<file path="config.mk">
export PLATFORM = sky130hd
export DESIGN_NAME = bin_bcd_conv
export DESIGN_NICKNAME = d
export VERILOG_FILES = /design/src/rtl/vis_pkg.sv /design/src/rtl/bcd_step.sv /design/src/rtl/bin_bcd_conv.sv
export SDC_FILE = /design/constraint.sdc
export NUM_CORES = 1
export LEC_CHECK = 0
export BUFFER_PORTS_ARGS = -buffer_cell sky130_fd_sc_hd__buf_2
export CAP_MARGIN = 25
export CORE_ASPECT_RATIO = 0.5
export CORE_MARGIN = 2
export CORE_UTILIZATION = 59
export CTS_CLUSTER_SIZE = 28
export DETAILED_ROUTE_END_ITERATION = 7
export GPL_TIMING_DRIVEN = 0
export PLACE_DENSITY = 0.79
export SLEW_MARGIN = 20
export SYNTH_ARGS = -nofsm -noshare
export SYNTH_HDL_FRONTEND = slang
export SYNTH_HIERARCHICAL = 1
export SYNTH_SLANG_ARGS = --single-unit
</file>
<file path="constraint.sdc">
create_clock -name F50MHz -period 2.9 [get_ports F50MHz]
set_input_delay 0.725 -clock F50MHz [delete_from_list [all_inputs] [get_ports F50MHz]]
set_output_delay 0.725 -clock F50MHz [all_outputs]
set_load 0.05 [all_outputs]
</file>
<file path="src/rtl/vis_pkg.sv">
// Shared types and helpers for the seven-segment visualiser pipeline.
package vis_pkg;

    localparam int BCD_DIGITS = 4;
    localparam int DAT_W      = 16;

    typedef enum logic [1:0] {
        IDLE  = 2'd0,
        SHIFT = 2'd1,
        DONE  = 2'd2
    } conv_state_t;

    // Double-dabble digit correction; input is at most 9 so 4 bits never overflow.
    function automatic logic [3:0] bcd_adj(input logic [3:0] nibble);
        logic [3:0] res;
        if (nibble >= 4'd5) begin
            res = nibble + 4'd3;
        end else begin
            res = nibble;
        end
        return res;
    endfunction

endpackage

</file>
<file path="src/rtl/bcd_step.sv">
// One combinational double-dabble iteration: adjust every BCD digit, then shift left by one.
module bcd_step
    import vis_pkg::*;
#(
    parameter int IN_W = 8
) (
    input  logic [DAT_W+IN_W-1:0] sh_in,
    output logic [DAT_W+IN_W-1:0] sh_out
);

    logic [DAT_W+IN_W-1:0] adj_s;

    // Adjust the BCD nibbles in the upper field, leave the binary field alone, then shift.
    always_comb begin
        adj_s = sh_in;
        for (int i = 0; i < BCD_DIGITS; i++) begin
            adj_s[IN_W+4*i +: 4] = bcd_adj(sh_in[IN_W+4*i +: 4]);
        end
        sh_out = adj_s << 1;
    end

endmodule

</file>
<file path="src/rtl/bin_bcd_conv.sv">
// Sequential binary-to-BCD converter: synchronises SW and re-converts it whenever it changes.
module bin_bcd_conv
    import vis_pkg::*;
#(
    parameter int IN_W = 8
) (
    input  logic                 F50MHz,
    input  logic                 BTN0,
    input  logic [IN_W-1:0]      SW,
    output logic [DAT_W-1:0]     dat,
    output logic                 dat_vld,
    output logic                 busy
);

    localparam int                CNT_W    = $clog2(IN_W + 1);
    localparam logic [CNT_W-1:0]  LAST_CNT = CNT_W'(IN_W - 1);

    logic [IN_W-1:0]        sw_meta_r;
    logic [IN_W-1:0]        sw_sync_r;
    logic [IN_W-1:0]        src_r;
    logic [DAT_W+IN_W-1:0]  sh_r;
    logic [DAT_W+IN_W-1:0]  sh_step_s;
    logic [CNT_W-1:0]       cnt_r;
    logic                   pend_r;
    conv_state_t            state_r;
    conv_state_t            state_nxt_s;
    logic                   load_s;
    logic                   shift_s;
    logic                   done_s;

    bcd_step #(
        .IN_W (IN_W)
    ) u_step (
        .sh_in  (sh_r),
        .sh_out (sh_step_s)
    );

    // Two-stage synchroniser for the asynchronous switch inputs.
    always_ff @(posedge F50MHz or posedge BTN0) begin
        if (BTN0) begin
            sw_meta_r <= {IN_W{1'b0}};
            sw_sync_r <= {IN_W{1'b0}};
        end else begin
            sw_meta_r <= SW;
            sw_sync_r <= sw_meta_r;
        end
    end

    // State register.
    always_ff @(posedge F50MHz or posedge BTN0) begin
        if (BTN0) begin
            state_r <= IDLE;
        end else begin
            state_r <= state_nxt_s;
        end
    end

    // Next-state and datapath control; pend forces one conversion after reset.
    always_comb begin
        state_nxt_s = state_r;
        load_s      = 1'b0;
        shift_s     = 1'b0;
        done_s      = 1'b0;
        case (state_r)
            IDLE: begin
                if ((sw_sync_r != src_r) || pend_r) begin
                    load_s      = 1'b1;
                    state_nxt_s = SHIFT;
                end else begin
                    state_nxt_s = IDLE;
                end
            end
            SHIFT: begin
                shift_s = 1'b1;
                if (cnt_r == LAST_CNT) begin
                    state_nxt_s = DONE;
                end else begin
                    state_nxt_s = SHIFT;
                end
            end
            DONE: begin
                done_s      = 1'b1;
                state_nxt_s = IDLE;
            end
            default: begin
                state_nxt_s = IDLE;
            end
        endcase
    end

    // Conversion datapath and registered result.
    always_ff @(posedge F50MHz or posedge BTN0) begin
        if (BTN0) begin
            src_r   <= {IN_W{1'b0}};
            sh_r    <= {(DAT_W+IN_W){1'b0}};
            cnt_r   <= {CNT_W{1'b0}};
            pend_r  <= 1'b1;
            dat     <= {DAT_W{1'b0}};
            dat_vld <= 1'b0;
        end else begin
            dat_vld <= done_s;
            if (load_s) begin
                src_r  <= sw_sync_r;
                sh_r   <= {{DAT_W{1'b0}}, sw_sync_r};
                cnt_r  <= {CNT_W{1'b0}};
                pend_r <= 1'b0;
            end else if (shift_s) begin
                sh_r  <= sh_step_s;
                cnt_r <= cnt_r + CNT_W'(1);
            end
            if (done_s) begin
                dat <= sh_r[DAT_W+IN_W-1:IN_W];
            end
        end
    end

    assign busy = (state_r == SHIFT) || (state_r == DONE);

endmodule

</file>
* Yosys cells after proc, flatten, opt, wreduce, memory -nomap -nowiden *
Cells that the tools add are included.

word-level totals
  output and inout bits = 18
  input port bits = 10
  logic and storage cells = 41
  bits in registers = 72

cells by class
  $add $sub $neg = 5
  $lt $le $gt $ge = 4
  reduce and logical (&&, ||, !) cells = 4
  equal/unequal tests = 4
  muxes and demuxes = 15

operator list
  operator                                                               count
  24-bit two-way mux                                                     2
  4-bit two-way mux                                                      5
  4-bit by 3-bit >= comparator with 1-bit output, second input constant  4
  4-bit by 2-bit adder with 4-bit output, second input constant          3
  8-bit inequality test                                                  1
  1-bit two-way mux                                                      5
  4-bit by 1-bit adder with 4-bit output, second input constant          1
  4-bit by 3-bit equality test with 1-bit output, second input constant  1
  2-bit one-hot mux with 2 select lines                                  1
  3-bit by 2-bit adder with 3-bit output, second input constant          1
  3-bit two-way mux                                                      1
  2-bit by 1-bit equality test with 1-bit output, second input constant  1
  2-bit equality test, second input constant                             1
  2-bit zero test                                                        1
  1-bit logical OR                                                       2
  2-bit two-way mux                                                      1
  2-bit nonzero test                                                     1

* Longest topological paths before layout *
  word-level depth = 5
  gate-level depth with buffers = 7
  mapped depth without buffers = 7

* By module *
The synthesis kept the hierarchy.

modules (own cells, without submodules)
  module        cells each  times used  area each (µm²)  sequential area each (µm²)
  bin_bcd_conv  185         1           2,798.9          1,803.0
  bcd_step      70          1           456.7            0.0

* Worst setup path before layout *
OpenSTA, ideal clock, no wires.

  path kind = reg2reg
  from = register state_r[0]
  to = register sh_r[0]
  library setup time = 0.125 ns
  stages on the path, launching flop included = 7
  buffers on the path = 2
  arrival = 1.581 ns
  setup slack = 1.194 ns
  required time = 2.775 ns
  period minus slack after synthesis = 1.706 ns
  cell sequence = dfrtp_1 > inv_1 > ha_1 > clkbuf_1 > o41a_1 > buf_6 > mux2_4

on the way
  cells in the longest elaborated chain, start to end = 3
  elaborated cells on any way between the ends = 6
  those cells by class = eq/ne: 1; mux: 3; reduce/logical: 2

RTL lines
  element                                                                                   RTL line             RTL
  from (decl)                                                                               bin_bcd_conv.sv:25   conv_state_t state_r;
  from (signal assigned)                                                                    bin_bcd_conv.sv:54   state_r <= state_nxt_s;
  2-bit by 1-bit equality test with 1-bit output / 2-bit zero test (equally long branches)  bin_bcd_conv.sv:64   case (state_r)
  1-bit two-way mux                                                                         bin_bcd_conv.sv:64
  2-bit nonzero test (no source line) / 24-bit two-way mux (equally long branches)          n/a
  to (signal assigned)                                                                      bin_bcd_conv.sv:95   sh_r <= {(DAT_W+IN_W){1'b0}};
  to (signal assigned)                                                                      bin_bcd_conv.sv:104  sh_r <= {{DAT_W{1'b0}}, sw_sync_r};
  to (signal assigned)                                                                      bin_bcd_conv.sv:108  sh_r <= sh_step_s;
  to (decl)                                                                                 bin_bcd_conv.sv:21   logic [DAT_W+IN_W-1:0] sh_r;

Several ways; a longest one is shown, not always the timed one.
A chain may end at the register's enable or synchronous reset.

* Final worst setup path *
  from = register state_r[1]
  to = output busy

on the way
  cells in the longest elaborated chain, start to end = 2
  elaborated cells on any way between the ends = 3
  those cells by class = eq/ne: 2; reduce/logical: 1

RTL lines
  element                                                                                       RTL line             RTL
  2-bit by 1-bit equality test with 1-bit output / 2-bit equality test (equally long branches)  bin_bcd_conv.sv:117  assign busy = (state_r == SHIFT) || (state_r == DONE);
  1-bit logical OR (*)                                                                          bin_bcd_conv.sv:117
  to (decl)                                                                                     bin_bcd_conv.sv:12   output logic busy

Every way passes the cells marked *; elsewhere a longest branch is shown, timed or not.

==> results.py <==
metrics = {
    "status": {
        "status": "completed",
    },
    "final_layout": {
        "n_antenna_cell": 0,
        "syn2layout_area_growth_pct": 12.53,
        "layout_commonest_cell": "dfrtp_1",
        "num-fill-cells": 382,
        "final_cells": 372,
        "final_cell_mix": "dfrtp_1, mux2_2, buf_2, nor2_1, mux2i_1",
        "finish.utilization": 0.6789,
        "multiInputGateArea_um2": 1289,
        "layout.nets": 316,
        "drive_gt1_frac": 0.3378,
        "final_cell_area_um2": 3664,
        "ff_latch_area_um2": 1803,
    },
    "yosys": {
        "synthFlopType": "dfrtp_1",
        "syn_nets": 277,
        "yosys_register_bits": 72,
        "syn-cell-area_um2": 3256,
        "ys_warn_count": 6,
        "syn_avg_cell_area_um2": 12.77,
        "synth.distinct_cells": 28,
        "ys_async_sr_fraction": 1.000,
        "syn_inst": 255,
        "ys_seq_area_frac": 0.5538,
        "synth_edf_count": 0,
    },
    "pwr": {
        "p_leak_nw": 1.880,
        "vdd_drop_max_uv": 587.9,
        "power.density_nw_per_um2": 1104,
        "fin_total_pwr_mw": 4.043,
    },
    "critical_path": {
        "endpoint_kind": "output port",
        "required_ns": 2.17,
        "start_kind": "flip-flop",
        "r2r-start": "state_r[0]$_DFF_PP0_",
        "reg2reg_depth": 5,
        "crit_arrival_ns": 1.31,
        "reg2reg_to": "dat[1]$_DFFE_PP0P_",
        "cp_max_fo": 2,
        "path_class": "reg -> out",
        "r2r_slack_ns": 0.90,
    },
    "timing": {
        "final_hold_viol_count": 0,
        "slew_headroom": 0.5223,
        "drv_slew": 0,
        "tightest_slew_ns": 0.7166,
        "setup_viol": 0,
        "hold_ws_ns": 0.3440,
        "fmax_mhz": 492.5,
        "min_period_over_period": 0.7002,
        "fin_skew_ns": 0.007861,
        "rsz0062_at_grt": "no",
        "fin_crit_ns": 2.030,
    },
    "routing": {
        "via_count": 1872,
        "wire_per_inst_um": 13.74,
        "drc": 0,
        "vias_per_cell": 5.032,
        "postRouteWirelength_um": 5110,
        "drtPass1Iterations": 4,
        "detail-route-antenna-nets": 0,
        "drt_iter0_drc": 79,
    },
    "place": {
        "portBuffers": 27,
        "place_hpwl_um": 3548,
        "placed_cells": 356,
        "place_congestion": 0.7014,
        "postPlaceCellArea_um2": 3505,
    },
    "clocking": {
        "ctsHoldBuffers": 0,
        "clkTransAtPathRegs_ns": 0.07,
        "numClockSinks": 72,
        "ctsResizeCount": 0,
        "post_cts.repair.setup_buffers": 0,
        "numCtsBuffers": 9,
        "root_buffer": "clkbuf_8",
        "clock_latency_ns": 0.34,
        "clockBufferDepth": 2,
        "cts_tree": "built",
        "h-tree-depth": 3,
    },
    "global_route": {
        "grt_overflow_total": 0,
        "grt_max_degree": 42,
        "grt_pass1_vias": 1947,
        "antenna_found_initial": 0,
        "gr-usage-all-layers": 0.2013,
        "grt_pass1_wl_um": 9183,
    },
    "floorplanning": {
        "die_w_um": 109.1,
        "pin_count": 28,
        "die_h_um": 56.53,
        "start_util": 0.6033,
        "coreArea_um2": 5396,
        "rows": 19,
        "die-area_um2": 6164,
    },
    "worst_hold_path": {
        "holdPathEnd": "sw_sync_r[1]$_DFF_PP0_",
        "hold_path.class": "reg -> reg",
        "hold_start": "sw_meta_r[1]$_DFF_PP0_",
        "worstHoldPathCells": 0,
    },
    "run": {
        "drv_cap": 0,
    },
}
area by class of cell:
cell class                 instances  share of cell area
clock inverter                     4            0.006489
timing repair buffer              28             0.04235
multi-input combinational        154              0.3518
inverter                          11             0.01195
clock buffer                      12             0.03689
tap                               73             0.02493
buffer                            18             0.03347
sequential                        72              0.4921
sequential cells by signal, indices dropped and copies added, names as in the netlist:
name and flops:
dat_vld 1, pend_r 1, sw_sync_r 8, src_r 8, dat 16, state_r 2
cnt_r 4, sh_r 24, sw_meta_r 8
kinds of logic (layout without fill, tap and decap cells):
family / count (synthesis) / after routing / synth area share
fa+ha+maj: 12 / 12 / 0.04612
compound gates: 12 / 12 / 0.02575
buf+inv: 29 / 73 / 0.05035
flops: 72 / 72 / 0.5538
simple gates: 53 / 53 / 0.07149
xor+xnor: 15 / 15 / 0.04035
mux: 61 / 61 / 0.2110
other cells: 1 / 1 / 0.001152
synth_stat cells, types with 2 or more instances:
library cell,count,share of area
inv_1,11,0.013
mux2_4,7,0.032
buf_2,2,0.0031
buf_6,2,0.0069
dfrtp_1,71,0.55
a21oi_2,4,0.011
xor2_1,3,0.0081
ha_1,12,0.046
xnor2_1,12,0.032
o21ai_0,3,0.0046
buf_1,2,0.0023
buf_4,10,0.023
mux2_2,33,0.11
nor2_1,24,0.028
clkbuf_1,2,0.0023
nand2_1,16,0.018
nand2b_1,7,0.013
mux2i_1,21,0.065
nand4_1,2,0.0038
o21ai_1,3,0.0046
critical path: stages (launching register included):
cell and delay [ns]:
dfrtp_1 0.35, inv_1 0.07, ha_1 0.29, buf_2 0.26
stage by stage:
step / setup WS [ns] / TNS [ns]
global route: 0.7222 / 0
floorplan: 0.3517 / 0
detailed placement: 0.8955 / 0
global placement: -0.3464 / -24.41
CTS: 0.8291 / 0
finish: 0.8695 / 0
how the worst max path moves through the flow:
stage,startpoint,to,cells after the start
after detailed placement,state_r[0]$_DFF_PP0_,dat[1]$_DFFE_PP0P_,5
after global routing,state_r[1]$_DFF_PP0_,sh_r[2]$_DFFE_PP0P_,6
after CTS,state_r[1]$_DFF_PP0_,busy,3
after global placement,BTN0,dat[4]$_DFFE_PP0P_,2
after floorplan,BTN0,cnt_r[0]$_DFFE_PP0P_,1
final,state_r[1]$_DFF_PP0_,busy,3
report_power, final:
part           switching, mW  internal, mW
Clock                  0.343         0.308
Sequential             0.252          1.33
Combinational          0.949         0.860
metal layers:
layer / up-vias / global-route usage / share of wire
li1: 914 / - / -
met1: 932 / 0.2518 / 0.46
met2: 22 / 0.3248 / 0.50
met3: 4 / 0.08014 / 0.033
met4: 0 / 0.06044 / 0.0072
met5: - / 0 / 0
Note: power is estimated with default switching activity, not from simulation.
